`config.mk`:
```
export PLATFORM = sky130hd
export DESIGN_NAME = uart_rx_birthday_match
export DESIGN_NICKNAME = d
export VERILOG_FILES = /design/src/rtl/uart_rx_birthday_match.sv
export SDC_FILE = /design/constraint.sdc
export NUM_CORES = 1
export LEC_CHECK = 0
export BUFFER_PORTS_ARGS = -buffer_cell sky130_fd_sc_hd__buf_2
export CORE_ASPECT_RATIO = 1.2
export CORE_MARGIN = 10
export CORE_UTILIZATION = 60
export DETAILED_ROUTE_END_ITERATION = 10
export PLACE_DENSITY = 0.86
export SYNTH_ARGS = -nofsm -noshare
export SYNTH_HDL_FRONTEND = slang
export SYNTH_SLANG_ARGS = --single-unit
```
`constraint.sdc`:
```
create_clock -name clk -period 3.6 [get_ports clk]
set_input_delay 0 -clock clk [delete_from_list [all_inputs] [get_ports clk]]
set_output_delay 0 -clock clk [all_outputs]
set_load 0.02 [all_outputs]
```
`src/rtl/uart_rx_birthday_match.sv`:
```
// rtl/uart_rx_birthday_match.sv - UART 8N1 receiver with "2000_10_29" string matcher
//
// Receives 8N1 frames on rx, presents each good byte with a one-cycle strobe,
// and watches the byte stream for the ASCII string "2000_10_29".
//
// Ports:
//   clk        system clock
//   rst_n      synchronous active-low reset
//   rx         asynchronous UART line, idles high
//   rx_data    last correctly framed byte
//   rx_valid   one-cycle strobe, rx_data valid this cycle
//   frame_err  one-cycle strobe, stop bit sampled low
//   match      one-cycle strobe, pattern just completed
//   led        toggles on every match
`timescale 1ns/1ps

module uart_rx_birthday_match #(
    parameter int CLK_FREQ = 50_000_000,
    parameter int BAUD     = 9600
) (
    input  logic       clk,
    input  logic       rst_n,
    input  logic       rx,
    output logic [7:0] rx_data,
    output logic       rx_valid,
    output logic       frame_err,
    output logic       match,
    output logic       led
);

    localparam int CLKS_PER_BIT = CLK_FREQ / BAUD;
    localparam int CNT_W        = $clog2(CLKS_PER_BIT);
    localparam logic [CNT_W-1:0] CNT_FULL = CNT_W'(CLKS_PER_BIT - 1);
    localparam logic [CNT_W-1:0] CNT_HALF = CNT_W'(CLKS_PER_BIT / 2 - 1);

    typedef enum logic [1:0] {
        IDLE,
        START,
        DATA,
        STOP
    } state_t;

    state_t             state;
    logic               rx_meta;
    logic               rx_s;
    logic               rx_s_d;
    logic [CNT_W-1:0]   cnt;
    logic [2:0]         bit_idx;
    logic [7:0]         shift;
    logic [3:0]         idx;

    function automatic logic [7:0] pattern_char(input logic [3:0] i);
        case (i)
            4'd0:    pattern_char = 8'h32;
            4'd1:    pattern_char = 8'h30;
            4'd2:    pattern_char = 8'h30;
            4'd3:    pattern_char = 8'h30;
            4'd4:    pattern_char = 8'h5F;
            4'd5:    pattern_char = 8'h31;
            4'd6:    pattern_char = 8'h30;
            4'd7:    pattern_char = 8'h5F;
            4'd8:    pattern_char = 8'h32;
            default: pattern_char = 8'h39;
        endcase
    endfunction

    always_ff @(posedge clk) begin
        if (!rst_n) begin
            rx_meta   <= 1'b1;
            rx_s      <= 1'b1;
            rx_s_d    <= 1'b1;
            state     <= IDLE;
            cnt       <= '0;
            bit_idx   <= '0;
            shift     <= '0;
            rx_data   <= '0;
            rx_valid  <= 1'b0;
            frame_err <= 1'b0;
            match     <= 1'b0;
            led       <= 1'b0;
            idx       <= '0;
        end else begin
            rx_meta   <= rx;
            rx_s      <= rx_meta;
            rx_s_d    <= rx_s;
            rx_valid  <= 1'b0;
            frame_err <= 1'b0;
            match     <= 1'b0;

            case (state)
                IDLE: begin
                    // Only a high-to-low transition starts a frame, so a held-low
                    // break line cannot retrigger until it returns high.
                    if (rx_s_d && !rx_s) begin
                        cnt     <= '0;
                        bit_idx <= '0;
                        state   <= START;
                    end
                end
                START: begin
                    if (cnt == CNT_HALF) begin
                        cnt   <= '0;
                        state <= rx_s ? IDLE : DATA;
                    end else begin
                        cnt <= cnt + 1'b1;
                    end
                end
                DATA: begin
                    if (cnt == CNT_FULL) begin
                        cnt   <= '0;
                        shift <= {rx_s, shift[7:1]};
                        if (bit_idx == 3'd7) begin
                            state <= STOP;
                        end else begin
                            bit_idx <= bit_idx + 1'b1;
                        end
                    end else begin
                        cnt <= cnt + 1'b1;
                    end
                end
                STOP: begin
                    // Leave at mid stop bit so a start bit right after it is caught.
                    if (cnt == CNT_FULL) begin
                        cnt   <= '0;
                        state <= IDLE;
                        if (rx_s) begin
                            rx_data  <= shift;
                            rx_valid <= 1'b1;
                        end else begin
                            frame_err <= 1'b1;
                        end
                    end else begin
                        cnt <= cnt + 1'b1;
                    end
                end
                default: state <= IDLE;
            endcase

            // Matcher consumes the registered byte, so match lands one cycle
            // after rx_valid.
            if (frame_err) begin
                idx <= '0;
            end else if (rx_valid) begin
                if (rx_data == pattern_char(idx)) begin
                    if (idx == 4'd9) begin
                        idx   <= '0;
                        match <= 1'b1;
                        led   <= ~led;
                    end else begin
                        idx <= idx + 1'b1;
                    end
                end else if (idx == 4'd9 && rx_data == 8'h30) begin
                    // "...2" followed by '0' is itself the prefix "20".
                    idx <= 4'd2;
                end else if (rx_data == 8'h32) begin
                    idx <= 4'd1;
                end else begin
                    idx <= '0;
                end
            end
        end
    end

endmodule

```
==> results of run 1 <==
cells by family (layout without fill, tap and decap cells):
family / count (synthesis) / after routing
fa+ha+maj: 8 / 8
flops: 50 / 50
xor+xnor: 9 / 9
simple gates: 114 / 114
buf+inv: 21 / 35
mux: 17 / 17
compound gates: 49 / 49
worst max-delay path: stages, from the launching register on:
cell and delay, ps:
dfxtp_1 450, xnor2_1 170, nand3_1 190, or2_1 330, or3_1 360, a31o_1 240
ha_1 270, or3_1 420, or2_2 290
power groups by stage:
stage               logic (mW)  clock network [mW]  registers (mW)
floorplan               0.0202                   0           0.570
global placement        0.0275                   0           0.571
detailed placement      0.0277                   0           0.571
CTS                     0.0286               0.412           0.558
global route            0.0329               0.433           0.559
finish                  0.0293               0.404           0.558
cells in the mapped netlist (4+ instances only):
| master | count | area [sq um] |
|---|---|---|
| dfxtp_1 | 50 | 1001 |
| nor2_1 | 29 | 108.9 |
| nand2_1 | 19 | 71.32 |
| mux2i_1 | 17 | 170.2 |
| nand3_1 | 12 | 60.06 |
| inv_1 | 11 | 41.29 |
| o21ai_0 | 11 | 55.05 |
| a31oi_1 | 10 | 62.56 |
| ha_1 | 8 | 100.1 |
| nor3_1 | 8 | 40.04 |
| a21oi_1 | 7 | 35.03 |
| clkbuf_1 | 7 | 26.28 |
| nand2b_1 | 7 | 43.79 |
| xnor2_1 | 6 | 52.55 |
| a311oi_1 | 5 | 43.79 |
| nand3b_1 | 5 | 37.54 |
| nor2b_1 | 5 | 31.28 |
| or3_1 | 4 | 25.02 |
stage by stage:
step	std cells	instance area, sq um	total power [mW]	util, %	setup WS, ps
after floorplan	268	2409	0.5905	-	902.9
after global placement	327	2512	0.5982	64.26	918.9
after detailed placement	327	2512	0.5986	64.26	794.4
after CTS	336	2639	0.9991	67.49	794.1
after global routing	336	2639	1.024	67.49	612.4
final	336	2639	0.9918	67.49	767.2
area by class of cell:
class / instances / area, sq um
Multi-Input combinational cell: 197 / 1325
Fill cell: 318 / 1271
Sequential cell: 50 / 1001
Timing Repair Buffer: 16 / 87.58
Clock buffer: 5 / 68.82
Tap cell: 54 / 67.56
Clock inverter: 3 / 47.55
Inverter: 11 / 41.29
routing by layer:
metal / GRT usage (%) / vias to the layer above
li1: - / 985
met1: 18.09 / 950
met2: 26.87 / 55
met3: 4.326 / 18
met4: 8.140 / 0
met5: 0 / -
timing repair:
item,CTS,global route
hold endpoints to repair,1,0
hold buffers,1,0
buffers inserted,0,0
worst max-delay path by stage:
stage          slack, ps   end  cells after the start                     from
3_5_place_dp         790  flop                      9      idx[1]$_SDFFE_PP0P_
6_report             770  flop                      8  rx_data[0]$_SDFFE_PN0P_
5_1_grt              610  flop                      8  rx_data[6]$_SDFFE_PN0P_
4_1_cts              790  flop                      8  rx_data[0]$_SDFFE_PN0P_
2_1_floorplan        900  flop                      8  rx_data[0]$_SDFFE_PN0P_
3_3_place_gp         920  flop                      8  rx_data[6]$_SDFFE_PN0P_
==> metrics.md, run 1 <==
| Metric | Value |
|---|---|
| Status | finished, final reports clean |
| CTS tree | done |
| Hold Slack | 15.89 ps |
| Clock share of power | between 40% and 50% |
| Hold depth | 2 |
| Tightest Hold Check Type | in -> reg |
| GRT overflow | 0 |
| Initial antenna violation count | 0 |
| Most frequent cells in the layout | dfxtp_1 (50), nor2_1 (29), nand2_1 (19) |
| Synth warn | 0 |
| Crit Path Max Fanout | 4 |
| Clock Skew | around 9.6 ps |
| #FFs+latches synth | 50 |
| RSZ-0062 raised after global routing | no |
| Compound-Gate Fraction of Synth Area | 13.71% |
| Final wirelength | around 5100 microns |
| Peak VDD IR | about 0.32 mV |
| Buffers on Ports | 14 |
| Register area share after synthesis | 41.56% |
| DR iter-0 viols | 115 |
| Post-route minimum period | 2833 ps |
| P&R area growth vs syn | 9.558% |
| Reg-to-reg startpoint | rx_data[0]$_SDFFE_PN0P_ |
| Final hold viol count | 0 |
| # IOs | 15 |
| FF-to-FF path depth | 8 |
| Ys flop type | dfxtp_1 |
| Routability Congestion | approximately 0.91 |
| Post-Synth Simple-Gate Area | 26.81% |
| Largest net degree at the start of global routing | 30 |
| Final period utilization | 78.69% |
| WL per Instance | 15.13 microns |
| DR pass1 iterations | 5 |
| Psw | 0.2183 mW |
| Die area | 0.006959 sq mm |
| Slew @ Worst Pin | 801.7 ps |
| Post-route ant nets | 0 |
| Clock slew at reported path FFs | 100 ps |
| Mux contribution to synthesized area | under 10% |
| DRC violations left | 0 |
| Overall Global Routing Usage | 15.89% |
| Mean post-synth cell area | 8.987 sq um |
| FMAX | 0.3530 GHz |
| Post-synth EDFFs | 0 |
| Nets | slightly below 300 |
| DR vias | 2008 |
| Unique masters post-synth | 52 |
| Clock net sink count | 50 |
| Synthesized cell area | 0.002409 sq mm |
| Switching share of total power | 22.01% |
| Rows | 25 |
| Synth Area in Adders | between 4 and 5% |
| Final Max Slew Viols | 0 |
| Global-route wire length before repair | just over 9000 microns |
| Ys async rst share | 0% |
| Min-delay src | rst_n |
| Pwr Density | ~380 mW/mm^2 |
| R2r setup slk | between 700 and 800 ps |
| Chip height | 89.41 microns |
| DP HPWL | 3623 microns |
| Die Span X | 77.84 microns |
| CTS root buffer | clkbuf_8 |
| Layout cells sized above 1 | roughly 12% |
| H-tree depth | 2 |
| Internal power | 0.7735 mW |
| Core area | 0.003910 sq mm |
| Latest clock arrival within the worst-skew pair | 310 ps |
| Final setup TNS | 0 ps |
| Clock buffer depth | 2 |
| Post-CTS Resized | 0 |
| CP required | 3810 ps |
| Starting Density | 61.60% |
| Most common cell after layout, fill and taps aside | dfxtp_1 |
| Post-Route M1 WL | 2286 microns |
| Total CTS buffers | 5 |
| Worst setup EP type | flop |
| CP Class | reg -> reg |
| Crit start category | flop |
| Met3 Wirelength | 239 microns |
| Hold endpoint | rx_s$_SDFF_PN1_ |
| Fraction of synthesized cell area in xor and xnor cells | 3.273% |
| Vias per inst | 5.976 |
| Syn Nets | 279 |
| Max layer used | met4 |
| CP arrival | ~3000 ps |
| Rel. slew slack | 45.99% |
| Comb pwr share | 3.0% |
| Max Cap Violations | 0 |
| Synth Instances | 268 |
| Combinational family with the most area after synthesis | simple AND/OR/NAND/NOR gates |
| Leak pwr | 1.053 nW |
| Sequential Power Share | a little under three fifths |
| Number of global-route vias before repair | between 2000 and 2500 |
| DR WL met2 | around 2400 microns |
| # diodes | 0 |
| Final setup fails | 0 |
No activity file was read; power rests on OpenSTA's default activity.
==> run 2, diff against run 1 <==
Clock period 3.6 ns to 2.9 ns, I/O delays scaled along.
==> metrics.md, run 2 (synthesis gave the netlist of run 1 again) <==
| Metric | Value |
|---|---|
| Max layer used | met4 |
| Rel. slew slack | 45.65% |
| # IOs | 15 |
| Overall Global Routing Usage | 15.70% |
| Final period utilization | 98.57% |
| Vias per inst | between 5 and 6 |
| Worst setup EP type | flop |
| Final hold viol count | 0 |
| Slew @ Worst Pin | 806.8 ps |
| Total CTS buffers | 5 |
| Initial antenna violation count | 0 |
| Pwr Density | 437.6 mW/mm^2 |
| Psw | 0.2862 mW |
| CTS root buffer | clkbuf_8 |
| Largest net degree at the start of global routing | 30 |
| Crit start category | flop |
| Peak VDD IR | 0.3902 mV |
| Final setup fails | 0 |
| Most common cell after layout, fill and taps aside | dfxtp_1 |
| Post-Route M1 WL | roughly 2300 microns |
| Clock Skew | 4.402 ps |
| DRC violations left | 0 |
| Global-route wire length before repair | ~9000 microns |
| Starting Density | approximately three fifths |
| Hold depth | 2 |
| H-tree depth | 2 |
| Core area | 0.003910 sq mm |
| CP Class | reg -> reg |
| Post-route ant nets | 0 |
| Clock slew at reported path FFs | ~100 ps |
| Comb pwr share | 3.1% |
| Leak pwr | 1.075 nW |
| DR vias | 1995 |
| Die Span X | between 70 and 80 microns |
| Tightest Hold Check Type | in -> reg |
| Most frequent cells in the layout | dfxtp_1 (49), nor2_1 (29), nand2_1 (19) |
| Sequential Power Share | 59.5% |
| FF-to-FF path depth | 8 |
| GRT overflow | 0 |
| DR WL met2 | about 2600 microns |
| Met3 Wirelength | 220 microns |
| CP required | 3100 ps |
| Internal power | 0.8784 mW |
| CP arrival | ~3100 ps |
| Share of the core filled with cells | about two thirds |
| Final wirelength | 5234 microns |
| CTS tree | done |
| Post-CTS Setup Bufs | 0 |
| Number of global-route vias before repair | 1939 |
| Routability Congestion | 0.9293 |
| Fill count | 302 |
| Switching share of total power | 24.57% |
| Post-route minimum period | between 2000 and 3000 ps |
| Latest clock arrival within the worst-skew pair | about 310 ps |
| WL per Instance | 15.49 microns |
| Hold Slack | approximately 14 ps |
| DP HPWL | between 3000 and 4000 microns |
| Clock buffer depth | 2 |
| Nets | 294 |
| P&R area growth vs syn | 10.49% |
| Max Cap Violations | 0 |
| Total power | 1.165 mW |
| Final Max Slew Viols | 0 |
| Buffers on Ports | 14 |
| Crit Path Max Fanout | 4 |
| Clock share of power | roughly 37% |
| Chip height | 89.41 microns |
| Layout cells sized above 1 | 15.14% |
| # diodes | 0 |
| DR iter-0 viols | 150 |
| FMAX | ~0.35 GHz |
| Clock net sink count | 50 |
| Status | finished, final reports clean |
| Die area | around 0.007 sq mm |
| Rows | 25 |
| DR pass1 iterations | 4 |
==> run 2: final timing paths <==
check,from,end,slack (ps)
max,rx_data[0]$_SDFFE_PN0P_,flop,40
min reg2reg,rx_meta$_SDFF_PN1_,rx_s$_SDFF_PN1_,420
min,rst_n,rx_meta$_SDFF_PN1_,10
max reg2reg,rx_data[0]$_SDFFE_PN0P_,flop,40
==> run 2: layer usage <==
layer / vias to the layer above / GRT usage (%)
li1: 999 / -
met1: 941 / 17.90
met2: 46 / 28.00
met3: 9 / 3.622
met4: 0 / 5.814
met5: - / 0
==> run 2: worst max-delay path, stage by stage, from the launching register on <==
cell and delay (ps):
dfxtp_1 360, xnor2_1 290, nand3_2 170, or2_1 310
or3_1 370, a31o_1 250, ha_1 260, or3_1 430
or2_2 290
==> run 2: power by group through the flow <==
stage	Clock (mW)	Combinational, mW	Sequential, mW
after floorplan	0	0.0251	0.708
after global placement	0	0.0339	0.709
after detailed placement	0	0.0350	0.709
after CTS	0.439	0.0360	0.693
after global routing	0.466	0.0407	0.693
final	0.436	0.0362	0.693
==> run 2: layout make-up <==
class	instances	area, sq um	share of cell area, %
inverters	11	41.29	1.551
clock buffers	5	68.82	2.586
flip-flops and latches	50	1002	37.66
repair buffers	18	102.6	3.855
multi-input cells	197	1353	50.82
clock inverters	3	26.28	0.9873
well taps	54	67.56	2.539
==> run 2: through the flow <==
stage / worst slack (ps) / setup TNS, ps / area [sq um] / instances
4_1_cts: 62.27 / 0 / 2633 / 338
2_1_floorplan: 202.9 / 0 / 2409 / 268
3_5_place_dp: 85.62 / 0 / 2527 / 329
6_report: 41.37 / 0 / 2661 / 338
3_3_place_gp: 205.7 / 0 / 2527 / 329
5_1_grt: -0.7820 / -0.7820 / 2661 / 338
==> run 2: timing repair <==
item / in CTS / in global routing
setup endpoints to repair: 0 / 1
hold endpoints to repair: 1 / 0
hold buffers: 1 / 0
resized for setup: 0 / 6
==> run 3, diff against run 2 <==
Settings changed: ABC_AREA set to 1.
==> metrics.md, run 3 <==
| Metric | Value |
|---|---|
| Initial antenna violation count | 0 |
| Non-filler cells, final | around 460 |
| Slowest-stage cell, CP | dfxtp_1 |
| H-tree depth | 2 |
| Layout cells sized above 1 | 8.772% |
| Clock buffer depth | 2 |
| Overall Global Routing Usage | 16.02% |
| Clock net sink count | 50 |
| Hold Slack | 78.64 ps |
| Unique masters post-synth | 27 |
| Post-route minimum period | roughly 2200 ps |
| CP arrival | 2340 ps |
| Clock Skew | 17.19 ps |
| Vias per inst | 5.400 |
| FMAX | 0.4602 GHz |
| Worst path max stage delay | 420 ps |
| DR pass1 iterations | 7 |
| Peak VDD IR | 0.2859 mV |
| WL per Instance | approximately 12 microns |
| # IOs | 15 |
| Rows | 26 |
| #FFs+latches synth | 50 |
| Max Cap Violations | 0 |
| Pwr Density | ~440 mW/mm^2 |
| Crit start category | flop |
| Die Span X | between 70 and 80 microns |
| Crit Path Max Fanout | 5 |
| GRT overflow | 0 |
| Critical path's top delay family | simple AND/OR/NAND/NOR gates |
| Synthesized cell area | 0.002574 sq mm |
| Largest cells by area after synthesis | dfxtp_1 (39%), nand2_1 (12%), nor2_1 (8.8%) |
| Core area | between 0.004 and 0.005 sq mm |
| Synth warn | 0 |
| Synth Instances | 383 |
| Register area share after synthesis | 38.89% |
| Final setup TNS | 0 ps |
| Chip height | 91.75 microns |
| Placed cells | around 450 |
| Top cell type's share of synthesized area | 38.89% |
| Die area | 0.007320 sq mm |
| Routability Congestion | 0.8716 |
| Synth cell count leaders | nand2_1 (81), nor2_1 (60), inv_1 (56) |
| Nets | around 410 |
| Global-route wire length before repair | 9804 microns |
| Synth area leader | dfxtp_1 |
| Final Max Slew Viols | 0 |
| CTS root buffer | clkbuf_8 |
| Largest net degree at the start of global routing | 23 |
| P&R area growth vs syn | 8.994% |
| Tightest Hold Check Type | in -> reg |
| Syn Nets | around 400 |
| Most common cell after layout, fill and taps aside | nand2_1 |
| Worst setup EP type | flop |
| CP Class | reg -> reg |
| Starting Density | between 60% and 70% |
| Total power | 1.223 mW |
| Share of the core filled with cells | 66.85% |
| Final wirelength | 5633 microns |
| CP required | 3070 ps |
| Post-CTS Resized | 0 |
| Rel. slew slack | 69.96% |
| Reg area | approximately 0.001 sq mm |
| DR vias | 2457 |
| Number of global-route vias before repair | 2269 |
| Slew @ Worst Pin | 449.5 ps |
| RSZ-0062 raised after global routing | no |
| Area of the multi-input gates | about 0.0013 sq mm |
| # diodes | 0 |
| Mean post-synth cell area | 6.720 sq um |
| Total CTS buffers | 5 |
| Final hold viol count | 0 |
| Final setup fails | 0 |
| Status | finished, final reports clean |
| Fill count | ~370 |
| Latest clock arrival within the worst-skew pair | between 300 and 400 ps |
| Clock slew at reported path FFs | 100 ps |
| Leak pwr | 1.315 nW |
| Post-synth EDFFs | 0 |
| Buffers on Ports | 14 |
| Ys async rst share | 0% |
| Ys flop type | dfxtp_1 |
| Most frequent cells in the layout | nand2_1 (81), nor2_1 (60), inv_1 (56) |
| Post-route ant nets | 0 |
| Most common cell in the synthesized netlist | nand2_1 |
| Crit-path cells | inv_1, nand2_1, nand2_1, nor2_1, nand2_1, nor2_1, nand3_1, nand2_1, inv_1, a21oi_1, inv_1, ha_1, inv_1, nand4_2 |
| Final period utilization | 74.93% |
| DR iter-0 viols | 210 |
| DP HPWL | 4033 microns |
| Worst Path Buf+Inv | 4 |
| CTS tree | done |
| DRC violations left | 0 |
| Post-CTS Setup Bufs | 0 |
==> run 3: cell types whose count changed in the layout (fill, tap and decap cells not counted), sizes merged, moves of 10 or more <==
cell   previous run  this run
nand2            19        81
inv              14        57
nor2             29        61
mux2i            17         0
nand3            12        29
o21ai            12        26
a21oi             7        20
a31oi            10         0
==> run 3: worst min-delay path: cells and delay by family <==
kind	cells	cell delay (ps)
AND/OR/NAND/NOR	1	110
buffers and inverters	2	240
==> run 3: routing by layer <==
layer / track usage (%) / wire [microns] / up-vias
li1: - / - / 1248
met1: 17.08 / 2309 / 1132
met2: 29.05 / 2894 / 66
met3: 3.711 / 323 / 11
met4: 6.765 / 106 / 0
met5: 0 / 0 / -
==> run 3: report_power, final <==
| part | internal, mW | switching [mW] |
|---|---|---|
| Combinational | 0.0109 | 0.0288 |
| Sequential | 0.689 | 0.00242 |
| Clock | 0.258 | 0.234 |
| Total | 0.958 | 0.266 |
==> run 3: cells by family (layout without fill, tap and decap cells) <==
group | count (synthesis) | count (layout) | share of synthesized area (%)
AO/OA/AOI/OAI | 48 | 48 | 9.529
AND/OR/NAND/NOR | 208 | 208 | 36.66
buffers and inverters | 66 | 82 | 10.01
adder cells (fa/ha/maj) | 8 | 8 | 3.889
flip-flops | 50 | 50 | 38.89
XOR/XNOR | 3 | 3 | 1.021
==> run 3: repair_timing <==
action	CTS	global route
hold endpoints to repair	1	0
endpoints found under the setup margin	0	0
hold buffers	1	0
==> run 3: final timing paths <==
path                            depth (start not counted)             endpoint  slack [ps]               startpoint
worst min-delay path                                    3  cnt[1]$_SDFFE_PN0P_          80                    rst_n
worst max register to register                         14                 flop         730  rx_data[1]$_SDFFE_PN0P_
worst min register to register                          1      rx_s$_SDFF_PN1_         420       rx_meta$_SDFF_PN1_
worst max-delay path                                   14                 flop         730  rx_data[1]$_SDFFE_PN0P_
==> run 3: final cells by class <==
type	instances	share of cell area, %
repair buffers	17	3.390
inverters	57	7.627
clock buffers	6	2.587
well taps	56	2.498
clock inverters	2	1.338
multi-input cells	267	46.88
flip-flops and latches	50	35.68
==> run 3: metrics by stage <==
step	instance area (sq um)	setup slack, ps
floorplan	2574	930.0
global placement	2685	752.5
detailed placement	2685	738.3
CTS	2805	711.1
global route	2805	503.0
finish	2805	727.0
